## src/rtl/uart_rx.sv

```systemverilog
// 8N1 UART receiver: two-flop synchroniser, mid-bit sampling, one-cycle valid/frame_err strobes.
// Stop sample lands HALF + 9*(N+1) + 1 clocks after START entry; no back-pressure, a missed valid loses the byte.
module uart_rx #(
    parameter int N    = 10416,
    parameter int HALF = (N + 1) / 2
) (
    input  logic       clk,
    input  logic       rst,
    input  logic       rx,
    output logic [7:0] d_in,
    output logic       valid,
    output logic       frame_err,
    output logic       busy
);

    localparam int CW = (N < 1) ? 1 : $clog2(N + 1);
    localparam logic [CW-1:0] CNT_MAX  = CW'(N);
    localparam logic [CW-1:0] CNT_HALF = CW'(HALF);

    typedef enum logic [1:0] {
        IDLE,
        START,
        DATA,
        STOP
    } state_t;

    state_t        state_q;
    logic [CW-1:0] cnt_q;
    logic [2:0]    idx_q;
    logic [7:0]    shift_q;
    logic [7:0]    d_in_q;
    logic          valid_q;
    logic          frame_err_q;
    logic [1:0]    sync_q;
    logic          rx_p_q;

    logic          rx_s;
    logic          fall;
    logic [7:0]    shift_d;

    assign rx_s    = sync_q[1];
    assign fall    = rx_p_q & ~rx_s;
    // LSB arrives first, so each new bit enters at the top and walks down.
    assign shift_d = {rx_s, shift_q[7:1]};

    always_ff @(posedge clk) begin
        if (rst) begin
            state_q     <= IDLE;
            cnt_q       <= '0;
            idx_q       <= '0;
            shift_q     <= '0;
            d_in_q      <= '0;
            valid_q     <= 1'b0;
            frame_err_q <= 1'b0;
            sync_q      <= 2'b11;
            rx_p_q      <= 1'b1;
        end else begin
            sync_q      <= {sync_q[0], rx};
            rx_p_q      <= rx_s;
            valid_q     <= 1'b0;
            frame_err_q <= 1'b0;
            case (state_q)
                IDLE: begin
                    if (fall) begin
                        state_q <= START;
                        cnt_q   <= '0;
                    end
                end
                START: begin
                    if (cnt_q == CNT_HALF) begin
                        cnt_q <= '0;
                        if (!rx_s) begin
                            state_q <= DATA;
                            idx_q   <= '0;
                        end else begin
                            state_q <= IDLE;
                        end
                    end else begin
                        cnt_q <= cnt_q + 1'b1;
                    end
                end
                DATA: begin
                    if (cnt_q == CNT_MAX) begin
                        shift_q <= shift_d;
                        cnt_q   <= '0;
                        idx_q   <= idx_q + 1'b1;
                        if (idx_q == 3'd7) begin
                            state_q <= STOP;
                        end
                    end else begin
                        cnt_q <= cnt_q + 1'b1;
                    end
                end
                STOP: begin
                    if (cnt_q == CNT_MAX) begin
                        // A low stop bit (or break) drops the byte but keeps the last good one.
                        if (rx_s) begin
                            d_in_q  <= shift_q;
                            valid_q <= 1'b1;
                        end else begin
                            frame_err_q <= 1'b1;
                        end
                        state_q <= IDLE;
                        cnt_q   <= '0;
                    end else begin
                        cnt_q <= cnt_q + 1'b1;
                    end
                end
                default: begin
                    state_q <= IDLE;
                    cnt_q   <= '0;
                end
            endcase
        end
    end

    assign d_in      = d_in_q;
    assign valid     = valid_q;
    assign frame_err = frame_err_q;
    assign busy      = (state_q != IDLE);

endmodule
```

## config.mk

```make
export PLATFORM = sky130hd
export DESIGN_NAME = uart_rx
export DESIGN_NICKNAME = d
export VERILOG_FILES = /design/src/rtl/uart_rx.sv
export SDC_FILE = /design/constraint.sdc
export NUM_CORES = 1
export LEC_CHECK = 0
export CAP_MARGIN = 20
export CORE_UTILIZATION = 55
export DETAILED_ROUTE_END_ITERATION = 7
export GPL_TIMING_DRIVEN = 0
export PLACE_DENSITY = 0.78
export SLEW_MARGIN = 20
export SYNTH_ARGS = -nofsm -noshare
export SYNTH_HDL_FRONTEND = slang
export SYNTH_SLANG_ARGS = --single-unit
```

## constraint.sdc

```tcl
create_clock -name clk -period 3 [get_ports clk]
set_input_delay 0.45 -clock clk [delete_from_list [all_inputs] [get_ports clk]]
set_output_delay 0.45 -clock clk [all_outputs]
set_load 0.05 [all_outputs]
```

# Word-level counts from Yosys, hierarchy flattened
# Index checks and enable logic that the tools add are counted.
# W data, S select, Z words.
totals:
  ff_bits: 40
  latchBits: 0
  mem_bits_rw: 0
  romBits: 0
  inputBits: 3
  mem_count: 0
classes:
  add_sub_neg: 2
  mul: 0
  div: 0
  magnitude_cmp: 0
  eq_ne: 12
  shifts: 0
  n_mux: 17
  n_bitwise: 4
  reduce_logical: 9
ops:
  columns: ["operator", "count"]
  rows:
  - ["$mux W14", 3]
  - ["$pmux W14 S3", 1]
  - ["$add A14 B1 Y14 const B", 1]
  - ["$eq A14 B13 Y1 const B", 1]
  - ["$eq A14 B14 Y1 const B", 1]
  - ["$mux W2", 6]
  - ["$ne A2 B2 Y1 const B", 6]
  - ["$mux W3", 3]
  - ["$pmux W2 S4", 1]
  - ["$pmux W3 S2", 1]
  - ["$reduce_and A5 Y1", 1]
  - ["$eq A2 B2 Y1 const B", 2]
  - ["$reduce_and A4 Y1", 1]
  - ["$reduce_bool A2 Y1", 2]
  - ["$add A3 B1 Y3 const B", 1]
  - ["$eq A3 B3 Y1 const B", 1]
  - ["$not A1 Y1", 3]
  - ["$reduce_and A3 Y1", 1]
  - ["$reduce_or A3 Y1", 1]
  - ["$eq A2 B1 Y1 const B", 1]
  - ["$logic_not A2 Y1", 1]
  - ["$mux W1", 2]
  - ["$reduce_and A2 Y1", 1]
  - ["$reduce_or A2 Y1", 1]
  - ["$and A1 B1 Y1", 1]

# Depth between registers and ports, before layout
depth:
  word_depth: 4
  mapped_depth: 9

# Least setup slack after synthesis
# No wires, ideal clock.
synth_path:
  path_type: "reg2reg"
  startpoint: "register cnt_q[0]"
  endpoint: "register cnt_q[12]"
  setup_ns: 0.115
  arrival_ns: 2.057
  t_required_ns: 2.885
  slack_ns: 0.829
  stages_incl_launch_ff: 10
  synth_period_minus_slack_ns: 2.171
  cell_sequence: "dfxtp_1 -> inv_1 -> ha_1 -> or4b_4 -> or4_1 -> buf_6 -> a2bb2oi_2 -> a21o_2 -> buf_6 -> nor2_1"
synth_via:
  elab_chain_cells: 3
  word_cells_on_any_way: 6
  classes_between: "add/sub: 1; eq/ne: 2; mux: 3"
synth_lines:
  columns: ["item", "line", "text"]
  rows:
  - ["start, declared", "28", "logic [CW-1:0] cnt_q;"]
  - ["start signal, assigned", "79", "cnt_q <= cnt_q + 1'b1;"]
  - ["start signal, assigned", "91", "cnt_q <= cnt_q + 1'b1;"]
  - ["start signal, assigned", "106", "cnt_q <= cnt_q + 1'b1;"]
  - ["$add A14 B1 Y14 (tied with other cells)", "79, 91, 106", null]
  - ["$mux W14, on equally long branches", "83, 95, 70", null]
  - ["$pmux W14 S3 (*)", "62", "case (state_q)"]
# Every way passes the cells marked *; elsewhere a longest branch is shown, timed or not.
# A chain may end at the register's enable or synchronous reset.

# Worst setup path after layout
layout_path:
  startpoint: "register cnt_q[0]"
  endpoint: "register shift_q[5]"
layout_via:
  elab_chain_cells: 2
layout_lines:
  columns: ["item", "line", "text"]
  rows:
  - ["$eq A14 B14 Y1", "83", "if (cnt_q == CNT_MAX) begin"]
  - ["$reduce_and A2 Y1 (no line)", null, null]
  - ["end signal, assigned", "84", "shift_q <= shift_d;"]
  - ["end, declared", "30", "logic [7:0] shift_q;"]
# No other way between the ends.

==> flow_summary_export.csv <==
group,metric,value,unit
drt,drt_iter0_drc,89,
drt,dr.pass1.iters,4,
cts,ctsLongestPathBuffers,2,
setup_path,endpoint_kind,"flop",
pwr,powerDensity,515,mW/mm2
cells_and_area,n_fill_cell,250,
floorplan,dieWidth,58.7,um
cells_and_area,syn2layout_area_growth,15.6,%
cts,htree_levels,2,
timing,tns,0,ns
grt,grt.total_usage,0.225,
min_path,min_path_type,"flop to flop",
cells_and_area,final_cells,253,
pwr,p_leak,0.721,nW
floorplan,initial_core_util,0.578,
grt,grtUsageMet3,0.0725,
drt,via_count,1375,
run_status,status,"finished, final reports clean",
setup_path,critPathLaunchType,"flop",
grt,grt_antenna_before_repair,0,
timing,final.setup_skew,0.0115,ns
run,drv_cap,0,
synth,synth.distinct_cells,40,
cts,ctsHoldBuffers,0,
setup_path,reg2regPathDepth,8,
setup_path,critPathKind,"flop to flop",
cts,clock_latency,0.35,ns
drt,via_per_inst,5.43,
drt,final_antenna_net_count,0,
floorplan,die_h,58.7,um
synth,netlist_instances,188,
drt,post_drt_wl_per_cell,13.0,um
grt,grtUsageMet2,0.328,
grt,grt_pass1_vias,1279,
timing,fin_ws,0.540,ns
drt,wirelength,3280,um
timing,fin_crit,2.46,ns
floorplan,ios,14,
place,numPlacedInstances,245,
setup_path,crit_required,3.24,ns
synth,synth_ff_type,"dfxtp_1",
cts,cts_buffers,5,
synth,yosysWarningCount,0,
grt,top_usage_layer,"met2",
synth,syn_area,0.00177,mm2
place,place_congestion,0.837,
cts,postCtsSetupRepairBufs,0,
synth,syn_area_per_cell,9.39,um2
grt,grt_pass1_wl,5710,um
floorplan,core,0.00305,mm2
grt,use_met1,0.295,
cells_and_area,stdcell_area,0.00204,mm2
place,placed_area,0.00195,mm2
timing,maxSlewHeadroom,0.554,
timing,fin_crit_sh,0.820,
synth,synth_seq_area_share,0.454,
timing,tightest_slew,0.663,ns
cells_and_area,diodes,0,
cts,root_buffer,"clkbuf_4",
synth,synth_edf_count,0,
grt,grt_max_degree,14,
floorplan,dieArea,0.00344,mm2
cells_and_area,fin_nets,215,
place,port_buffers,13,
grt,grt-ovfl-total,0,
place,dp_hpwl,2400,um
synth,synthArstFlopShare,0,
cts,path_clk_slew,0.12,ns
min_path,min_delay_path_depth,1,
cells_and_area,drive_gt1_frac,0.0861,
cts,cts_sinks,40,
drt,drcViolationCount,0,
setup_path,cp_max_fo,9,
timing,fmax,0.406,GHz
timing,rsz0062_at_grt,"no",
timing,setup_viol_count_final,0,
timing,hold_viol,0,
setup_path,crit_arrival,2.70,ns
timing,holdWs,0.430,ns
place,pre_cts_ws,0.576,ns
cts,ctsResizeCount,0,
floorplan,core.rowCount,20,
synth,synth_seq_cells,40,
synth,synth_fp_nets,195,
timing,maxSlewViolCount,0,
pwr,peakVddDrop,457,uV
cts,cts_tree,"yes",
==> registers in the layout (all words and copies together) (netlist names), named ones only <==
name       count
cnt_q         14
rx_p_q         1
idx_q          3
valid          1
state_q        1
frame_err      1
sync_q         2
d_in           8
shift_q        8
==> per-stage QoR <==
step | utilization | power [mW]
floorplan | - | 0.646
global placement | 0.639 | 0.674
detailed placement | 0.639 | 0.681
CTS | 0.668 | 1.06
global route | 0.668 | 1.10
finish | 0.668 | 1.05
==> synthesized netlist by cell type (4+ instances only) <==
master / instances / share of area
a211oi_1: 5 / 0.021
inv_1: 6 / 0.013
o21ai_0: 4 / 0.011
xor2_1: 8 / 0.040
dfxtp_1: 40 / 0.45
ha_1: 4 / 0.028
nand2b_1: 5 / 0.018
a21oi_1: 4 / 0.011
nand3_1: 6 / 0.017
nand2_1: 9 / 0.019
nand4_1: 8 / 0.028
mux2i_1: 16 / 0.091
nor2_1: 33 / 0.070
clkbuf_1: 4 / 0.0085
==> cells in the final DEF (no fill, tap or decap), types with 2 or more instances in the layout <==
master,instances
nor2_1,33
nand3_1,6
o21ai_0,4
clkbuf_4,5
or3_1,2
buf_6,3
clkbuf_1,4
nand2_1,9
or2_2,3
and4_1,2
inv_1,6
dfxtp_1,40
nand2b_1,5
ha_1,4
xor2_1,8
a211oi_1,5
nand4_1,8
a21oi_1,4
nor4_1,2
and2_1,2
a31oi_1,3
mux2i_1,16
clkdlybuf4s50_1,13
==> worst max-delay path: stages, from the launching register on <==
cell and delay (ns):
dfxtp_1 0.39, inv_1 0.08, ha_1 0.14, or4b_4 0.48, nor4_1 0.58, and3_1 0.26
buf_6 0.16, mux2i_1 0.19, nor2_1 0.07
==> layout make-up <==
type	count	area, um2	share of cell area
buffer	7	48.8	0.0239
clock buffer	6	51.3	0.0251
clock inverter	2	38.8	0.0190
inverter	6	22.5	0.0110
multi-input combinational	135	893	0.438
sequential	40	801	0.392
tap	44	55.1	0.0270
timing repair buffer	13	130	0.0638
==> logic make-up after synthesis <==
family          count (synthesis)  synth area share
buf+inv                        13            0.0404
simple gates                   83             0.253
xor+xnor                        9            0.0447
compound gates                 23            0.0893
mux                            16            0.0907
flops                          40             0.454
fa+ha+maj                       4            0.0283
==> routing by layer <==
metal | part of all wire | vias up
met1 | 0.48 | 623
li1 | - | 704
met5 | 0 | -
met3 | 0.048 | 12
met2 | 0.44 | 36
met4 | 0.031 | 0
==> path summary, 6_finish.rpt <==
| kind | slack, ns | startpoint | endpoint |
|---|---|---|---|
| min reg2reg | 0.43 | sync_q[0]$_SDFF_PP1_ | sync_q[1]$_SDFF_PP1_ |
| min | 0.43 | sync_q[0]$_SDFF_PP1_ | sync_q[1]$_SDFF_PP1_ |
| max reg2reg | 0.54 | cnt_q[0]$_SDFFE_PP0P_ | shift_q[5]$_SDFFE_PP0P_ |
| max | 0.54 | cnt_q[0]$_SDFFE_PP0P_ | shift_q[5]$_SDFFE_PP0P_ |
==> report_power, final <==
part           total [mW]  switching, mW  leakage [nW]  internal (mW)
Sequential          0.553         0.0132         0.323          0.540
Clock               0.380          0.180        0.0484          0.200
Combinational       0.117         0.0748         0.350         0.0419
Total                1.05          0.268         0.721          0.782
Note: power is estimated with default switching activity, not from simulation.
